--- src/rtl/cpu_pkg.sv ---
// Shared pipeline definitions: forwarding-select encodings, register-address width
// and the shadow stage-info records carried alongside the core's pipeline registers.
package cpu_pkg;

   localparam int REG_AW = 5;

   localparam logic [1:0] FWD_RF  = 2'b00;
   localparam logic [1:0] FWD_WB  = 2'b01;
   localparam logic [1:0] FWD_MEM = 2'b10;

   typedef struct packed {
      logic              valid;
      logic [REG_AW-1:0] rs1;
      logic [REG_AW-1:0] rs2;
      logic              use1;
      logic              use2;
      logic [REG_AW-1:0] rd;
      logic              wr;
      logic              ld;
   } ex_info_t;

   typedef struct packed {
      logic              valid;
      logic [REG_AW-1:0] rd;
      logic              wr;
      logic              ld;
   } mem_info_t;

   typedef struct packed {
      logic              valid;
      logic [REG_AW-1:0] rd;
      logic              wr;
   } wb_info_t;

   // MEM wins over WB; x0 and unused/invalid operands always read the register file.
   function automatic logic [1:0] fwd_sel(input logic              ex_valid,
                                          input logic              use_rs,
                                          input logic [REG_AW-1:0] rs,
                                          input mem_info_t         mem,
                                          input wb_info_t          wb);
      logic [1:0] sel;
      sel = FWD_RF;
      if (ex_valid && use_rs && rs != '0) begin
         if (mem.valid && mem.wr && mem.rd == rs)
            sel = FWD_MEM;
         else if (wb.valid && wb.wr && wb.rd == rs)
            sel = FWD_WB;
      end
      return sel;
   endfunction

endpackage

--- src/rtl/fwd_stage_reg.sv ---
// One shadow pipeline stage: holds on hold_i, loads all-zero (invalid) on bubble_i,
// otherwise captures d_i. Asynchronous active-low reset clears it to invalid.
module fwd_stage_reg #(
   parameter int W = 8
) (
   input  logic         clk,
   input  logic         rst_n,
   input  logic         hold_i,
   input  logic         bubble_i,
   input  logic [W-1:0] d_i,
   output logic [W-1:0] q_o
);

   logic [W-1:0] stage_q;
   logic [W-1:0] stage_d;

   always_comb begin
      stage_d = stage_q;
      if (!hold_i)
         stage_d = bubble_i ? '0 : d_i;
   end

   always_ff @(posedge clk or negedge rst_n) begin
      if (!rst_n)
         stage_q <= '0;
      else
         stage_q <= stage_d;
   end

   assign q_o = stage_q;

endmodule

--- src/rtl/fwd_hazard_ctrl.sv ---
// Forwarding-select and load-use hazard controller for the 5-stage RV32I pipeline.
// Define FWD_HAZARD_STALL_CNT_EN to add the saturating stall counter output stall_cnt_o.
module fwd_hazard_ctrl
   import cpu_pkg::*;
#(
   parameter int REG_AW = cpu_pkg::REG_AW
`ifdef FWD_HAZARD_STALL_CNT_EN
   , parameter int CNT_W = 16
`endif
) (
   input  logic              clk,
   input  logic              rst_n,
   input  logic              id_valid_i,
   input  logic [REG_AW-1:0] id_rs1_i,
   input  logic [REG_AW-1:0] id_rs2_i,
   input  logic              id_use_rs1_i,
   input  logic              id_use_rs2_i,
   input  logic [REG_AW-1:0] id_rd_i,
   input  logic              id_reg_write_i,
   input  logic              id_mem_read_i,
   input  logic              hold_i,
   input  logic              flush_i,
   output logic [1:0]        fwd_a_sel_o,
   output logic [1:0]        fwd_b_sel_o,
   output logic              stall_o,
`ifdef FWD_HAZARD_STALL_CNT_EN
   output logic [CNT_W-1:0]  stall_cnt_o,
`endif
   output logic              bubble_o
);

   ex_info_t  ex_d,  ex_q;
   mem_info_t mem_d, mem_q;
   wb_info_t  wb_d,  wb_q;
   logic      load_use;

   always_comb begin
      ex_d.valid = id_valid_i;
      ex_d.rs1   = id_rs1_i;
      ex_d.rs2   = id_rs2_i;
      ex_d.use1  = id_use_rs1_i;
      ex_d.use2  = id_use_rs2_i;
      ex_d.rd    = id_rd_i;
      ex_d.wr    = id_reg_write_i;
      ex_d.ld    = id_mem_read_i;

      mem_d.valid = ex_q.valid;
      mem_d.rd    = ex_q.rd;
      mem_d.wr    = ex_q.wr;
      mem_d.ld    = ex_q.ld;

      wb_d.valid = mem_q.valid;
      wb_d.rd    = mem_q.rd;
      wb_d.wr    = mem_q.wr;
   end

   // A load in EX whose result the ID instruction needs cannot be forwarded in time.
   always_comb begin
      load_use = ex_q.valid && ex_q.ld && ex_q.wr && (ex_q.rd != '0) && id_valid_i &&
                 ((id_use_rs1_i && id_rs1_i == ex_q.rd) ||
                  (id_use_rs2_i && id_rs2_i == ex_q.rd)) &&
                 !flush_i && !hold_i;
   end

   fwd_stage_reg #(.W($bits(ex_info_t))) u_ex_stage (
      .clk      (clk),
      .rst_n    (rst_n),
      .hold_i   (hold_i),
      .bubble_i (flush_i | load_use),
      .d_i      (ex_d),
      .q_o      (ex_q)
   );

   fwd_stage_reg #(.W($bits(mem_info_t))) u_mem_stage (
      .clk      (clk),
      .rst_n    (rst_n),
      .hold_i   (hold_i),
      .bubble_i (1'b0),
      .d_i      (mem_d),
      .q_o      (mem_q)
   );

   fwd_stage_reg #(.W($bits(wb_info_t))) u_wb_stage (
      .clk      (clk),
      .rst_n    (rst_n),
      .hold_i   (hold_i),
      .bubble_i (1'b0),
      .d_i      (wb_d),
      .q_o      (wb_q)
   );

   assign fwd_a_sel_o = fwd_sel(ex_q.valid, ex_q.use1, ex_q.rs1, mem_q, wb_q);
   assign fwd_b_sel_o = fwd_sel(ex_q.valid, ex_q.use2, ex_q.rs2, mem_q, wb_q);
   assign stall_o     = load_use;
   assign bubble_o    = !hold_i && (flush_i || load_use);

`ifdef FWD_HAZARD_STALL_CNT_EN
   logic [CNT_W-1:0] stall_cnt_q;
   logic [CNT_W-1:0] stall_cnt_d;

   always_comb begin
      stall_cnt_d = stall_cnt_q;
      if (load_use && stall_cnt_q != {CNT_W{1'b1}})
         stall_cnt_d = stall_cnt_q + {{(CNT_W-1){1'b0}}, 1'b1};
   end

   always_ff @(posedge clk or negedge rst_n) begin
      if (!rst_n)
         stall_cnt_q <= '0;
      else
         stall_cnt_q <= stall_cnt_d;
   end

   assign stall_cnt_o = stall_cnt_q;
`endif

endmodule

--- config.mk ---
export PLATFORM = sky130hd
export DESIGN_NAME = fwd_hazard_ctrl
export DESIGN_NICKNAME = d
export VERILOG_FILES = /design/src/rtl/cpu_pkg.sv /design/src/rtl/fwd_stage_reg.sv /design/src/rtl/fwd_hazard_ctrl.sv
export SDC_FILE = /design/constraint.sdc
export NUM_CORES = 1
export LEC_CHECK = 0
export CAP_MARGIN = 30
export CORE_MARGIN = 4
export CORE_UTILIZATION = 31
export CTS_CLUSTER_DIAMETER = 40
export DETAILED_ROUTE_END_ITERATION = 10
export PLACE_DENSITY_LB_ADDON = 0.05
export REMOVE_ABC_BUFFERS = 1
export SETUP_SLACK_MARGIN = 0.02
export SYNTH_ARGS = -nofsm -noshare
export SYNTH_HDL_FRONTEND = slang
export SYNTH_SLANG_ARGS = --single-unit
--- constraint.sdc ---
create_clock -name clk -period 2.5 [get_ports clk]
set_input_delay 0.25 -clock clk [delete_from_list [all_inputs] [get_ports clk]]
set_output_delay 0.25 -clock clk [all_outputs]
set_load 0.05 [all_outputs]
==> results.md, run 1 <==
- Critical Path Source Type: flip-flop
- VDD IR max: 0.2836 mV
- Sw frac: 0.2978
- Combinational Power Share: 0.214
- Die Y: 85.68 um
- Worst Hold Class: in -> async
- Final Max Tran Viols: 0
- Final Wtd Congestion: 0.8028
- Internal power: 1.028 mW
- Most common cell in the netlist: dfrtp_1
- Worst clock skew: 6.174 ps
- Setup violators final: 0
- Seq pwr share: 0.503
- Routed Antenna Nets: 0
- Worst r2r src: u_ex_stage.q_o[2]
- CP peak stage delay: 560 ps
- 1st-pass router iterations: 6
- Post-CTS setup buffers: 0
- Final core occ: 0.4014
- Starting Density: 0.3178
- Max-slew headroom: 0.6715
- ANT cells: 0
- Avg Cell Area, Syn: 10.39 um2
- FF-to-FF End: u_ex_stage.q_o[15]
- TNS Setup: 0 ps
- Drt wl/cell: 17.49 um
- Psw: 0.4362 mW
- Clk root buf: clkbuf_8
- Vias per cell: 5.281
- RSZ-0062 raised after global routing: false
- Status: complete, no violations
- Detail Placement HPWL: 3648 um
- Yosys top cell by area: dfrtp_1
- Crit path max fanout: 4
- Hold Fails Final Rpt: 0
- Top-Level Pins: 30
- Worst Hold Slack: 380.7 ps
- Largest net degree at the start of global routing: 35
- Post-synth EDFFs: 0
- Cell Area, Synth: 1871 um2
- Seq/Total Area, Yosys: 0.4548
- Initial drt markers: 81
- Tmin final: 2277 ps
- Main synth FF type: dfrtp_1
- Leakage: 0.9245 nW
- IO buf count: 29
- DR vias: 1521
- Cells after DPL: 280
- CTS H-Tree Depth: 2
- Crit path required time: 2250 ps
- CP Capture Type: output pin
- # clock sinks: 34
- PD cells: 620.0 nW/um2
- Worst-case reg-to-reg path depth: 5
- Worst skew pair latency: 280 ps
- Total gr overflow: 0
- First-pass GRT wire length: 8169 um
- Fin crit share: 0.9109
- Clock power frac: 0.283
- CTS tree: done
- Num rows: 28
- Clk pin slew, worst setup/hold paths: 70 ps
- CP cell instances: or4_1, o211ai_1, nor4_1, dlygate4sd2_1
- Worst EP arrival: 2030 ps
- Synth top area cells: dfrtp_1 (45%), xnor2_1 (9.4%), a32oi_1 (8.9%), mux2_2 (8.4%), o21ai_0 (5.1%)
- Worst Setup Path Type: reg -> out
- Synth Instances: 180
- Total GRT Usage: 0.1453
- DRC Markers: 0
- Total of max-cap violations: 0
- Num CTS Buffers: 5
- Nets: 236
- Worst-case clock buffer depth: 2
- Post-synth top cells: dfrtp_1 (34), nand2_1 (22), xnor2_1 (20)
- Synth top area share: 0.4548
- Total Power: 1.465 mW
- Synth Register Bits: 34
- Full die area: 7341 um2
- Critical path's slowest cell: or4_1
- Placeable Area: 5886 um2
- Fmax: 0.4391 GHz
- Drt total wl: 5038 um
- Antenna violations before repair: 0
- Crit. Startpoint: u_ex_stage.q_o[10]
- Share of post-route cells with drive strength above 1: 0.1690
- Worst setup endpoint: fwd_b_sel_o[1]
- Die X: 85.68 um
- Ys Warns: 0
- Final std cells w/o fill: 288
- Area Overhead vs Synth: 26.29%
- Netlist cell types: 27
- Vias in the first global route: 1521
- Register-to-register setup slack: 690 ps
- Asr flop ratio synth: 1.000
- Worst-margin pin slew: 494.6 ps
## metrics by stage
stage	setup WS [ps]	cell area, um2
2_1_floorplan	9.943	1812
3_3_place_gp	295.4	2273
3_5_place_dp	250.6	2273
4_1_cts	214.8	2362
5_1_grt	94.33	2362
6_report	222.8	2362
## cells by family after synthesis
family	after synthesis	synth area share
AOI/OAI and AO/OA	44	0.1652
and+or+nand+nor	43	0.1144
DFF	34	0.4549
xor gates and xnor gates	30	0.1405
muxes	15	0.08963
buffers and inverters	14	0.03545
## worst max-delay path, delay by kind of cell, from the launching register on
family          cells  cell delay [ps]
simple gates        2              640
buf+inv             1              430
compound gates      1              250
flops               1              420
## layout make-up
type	count	area, um2
Sequential cell	34	850.8
Clock inverter	1	5.005
Timing Repair Buffer	37	362.8
Inverter	2	7.507
Clock buffer	7	86.33
Multi-Input combinational cell	132	955.9
Fill cell	600	3523
Tap cell	75	93.84
## registers in the layout, summed over array words and instances (netlist names)
register         cells
u_wb_stage.q_o       7
u_ex_stage.q_o      20
u_mem_stage.q_o      7
## repair_timing
action / 4_1_cts / 5_1_grt
setup endpoints to repair: 2 / 0
hold buffers: 0 / 0
gates resized for setup: 2 / 0
## power groups by stage
stage | registers, mW | clock network, mW | logic (mW)
2_1_floorplan | 0.710 | 0 | 0.203
5_1_grt | 0.749 | 0.460 | 0.349
3_3_place_gp | 0.746 | 0 | 0.314
3_5_place_dp | 0.747 | 0 | 0.317
4_1_cts | 0.737 | 0.428 | 0.318
6_report | 0.737 | 0.415 | 0.314
## worst min path at each step
stage	from	to	slack [ps]	cells past startpoint
floorplan	rst_n	u_ex_stage.q_o[0]	-50	0
global placement	u_ex_stage.q_o[0]	u_ex_stage.q_o[0]	490	2
detailed placement	u_ex_stage.q_o[0]	u_ex_stage.q_o[0]	490	2
CTS	rst_n	u_wb_stage.q_o[4]	410	2
global route	rst_n	u_wb_stage.q_o[2]	420	2
finish	rst_n	u_ex_stage.q_o[13]	380	2
## cell usage in the layout (no fill, tap or decap), drive strengths merged, types with 2 or more instances in the layout
cell,count
clkbuf,7
nand2,22
mux2,14
or4,3
inv,2
buf,12
clkdlybuf4s50,23
xor2,10
dfrtp,34
a32oi,19
dlygate4sd2,2
nand4,6
nor3,4
nor4,4
xnor2,20
o211ai,3
o21ai,19
## routing by layer
layer  wire (um)  vias to the layer above  track usage
met5           0                        -            0
met4          61                        0      0.03885
met3         206                        5      0.03650
met2        2293                       39       0.2288
met1        2476                      748       0.1992
li1            -                      729            -
Note: power is estimated with default switching activity, not from simulation.
==> inputs of run 2 (changes only) <==
--- a/config.mk
+++ b/config.mk
@@ -10,6 +10,7 @@
 export CORE_UTILIZATION = 31
 export CTS_CLUSTER_DIAMETER = 40
 export DETAILED_ROUTE_END_ITERATION = 10
+export HOLD_SLACK_MARGIN = 0.08
 export PLACE_DENSITY_LB_ADDON = 0.05
 export REMOVE_ABC_BUFFERS = 1
 export SETUP_SLACK_MARGIN = 0.02
==> results of run 2 <==
The final DEF is identical to that of run 1; final timing and power are the same.
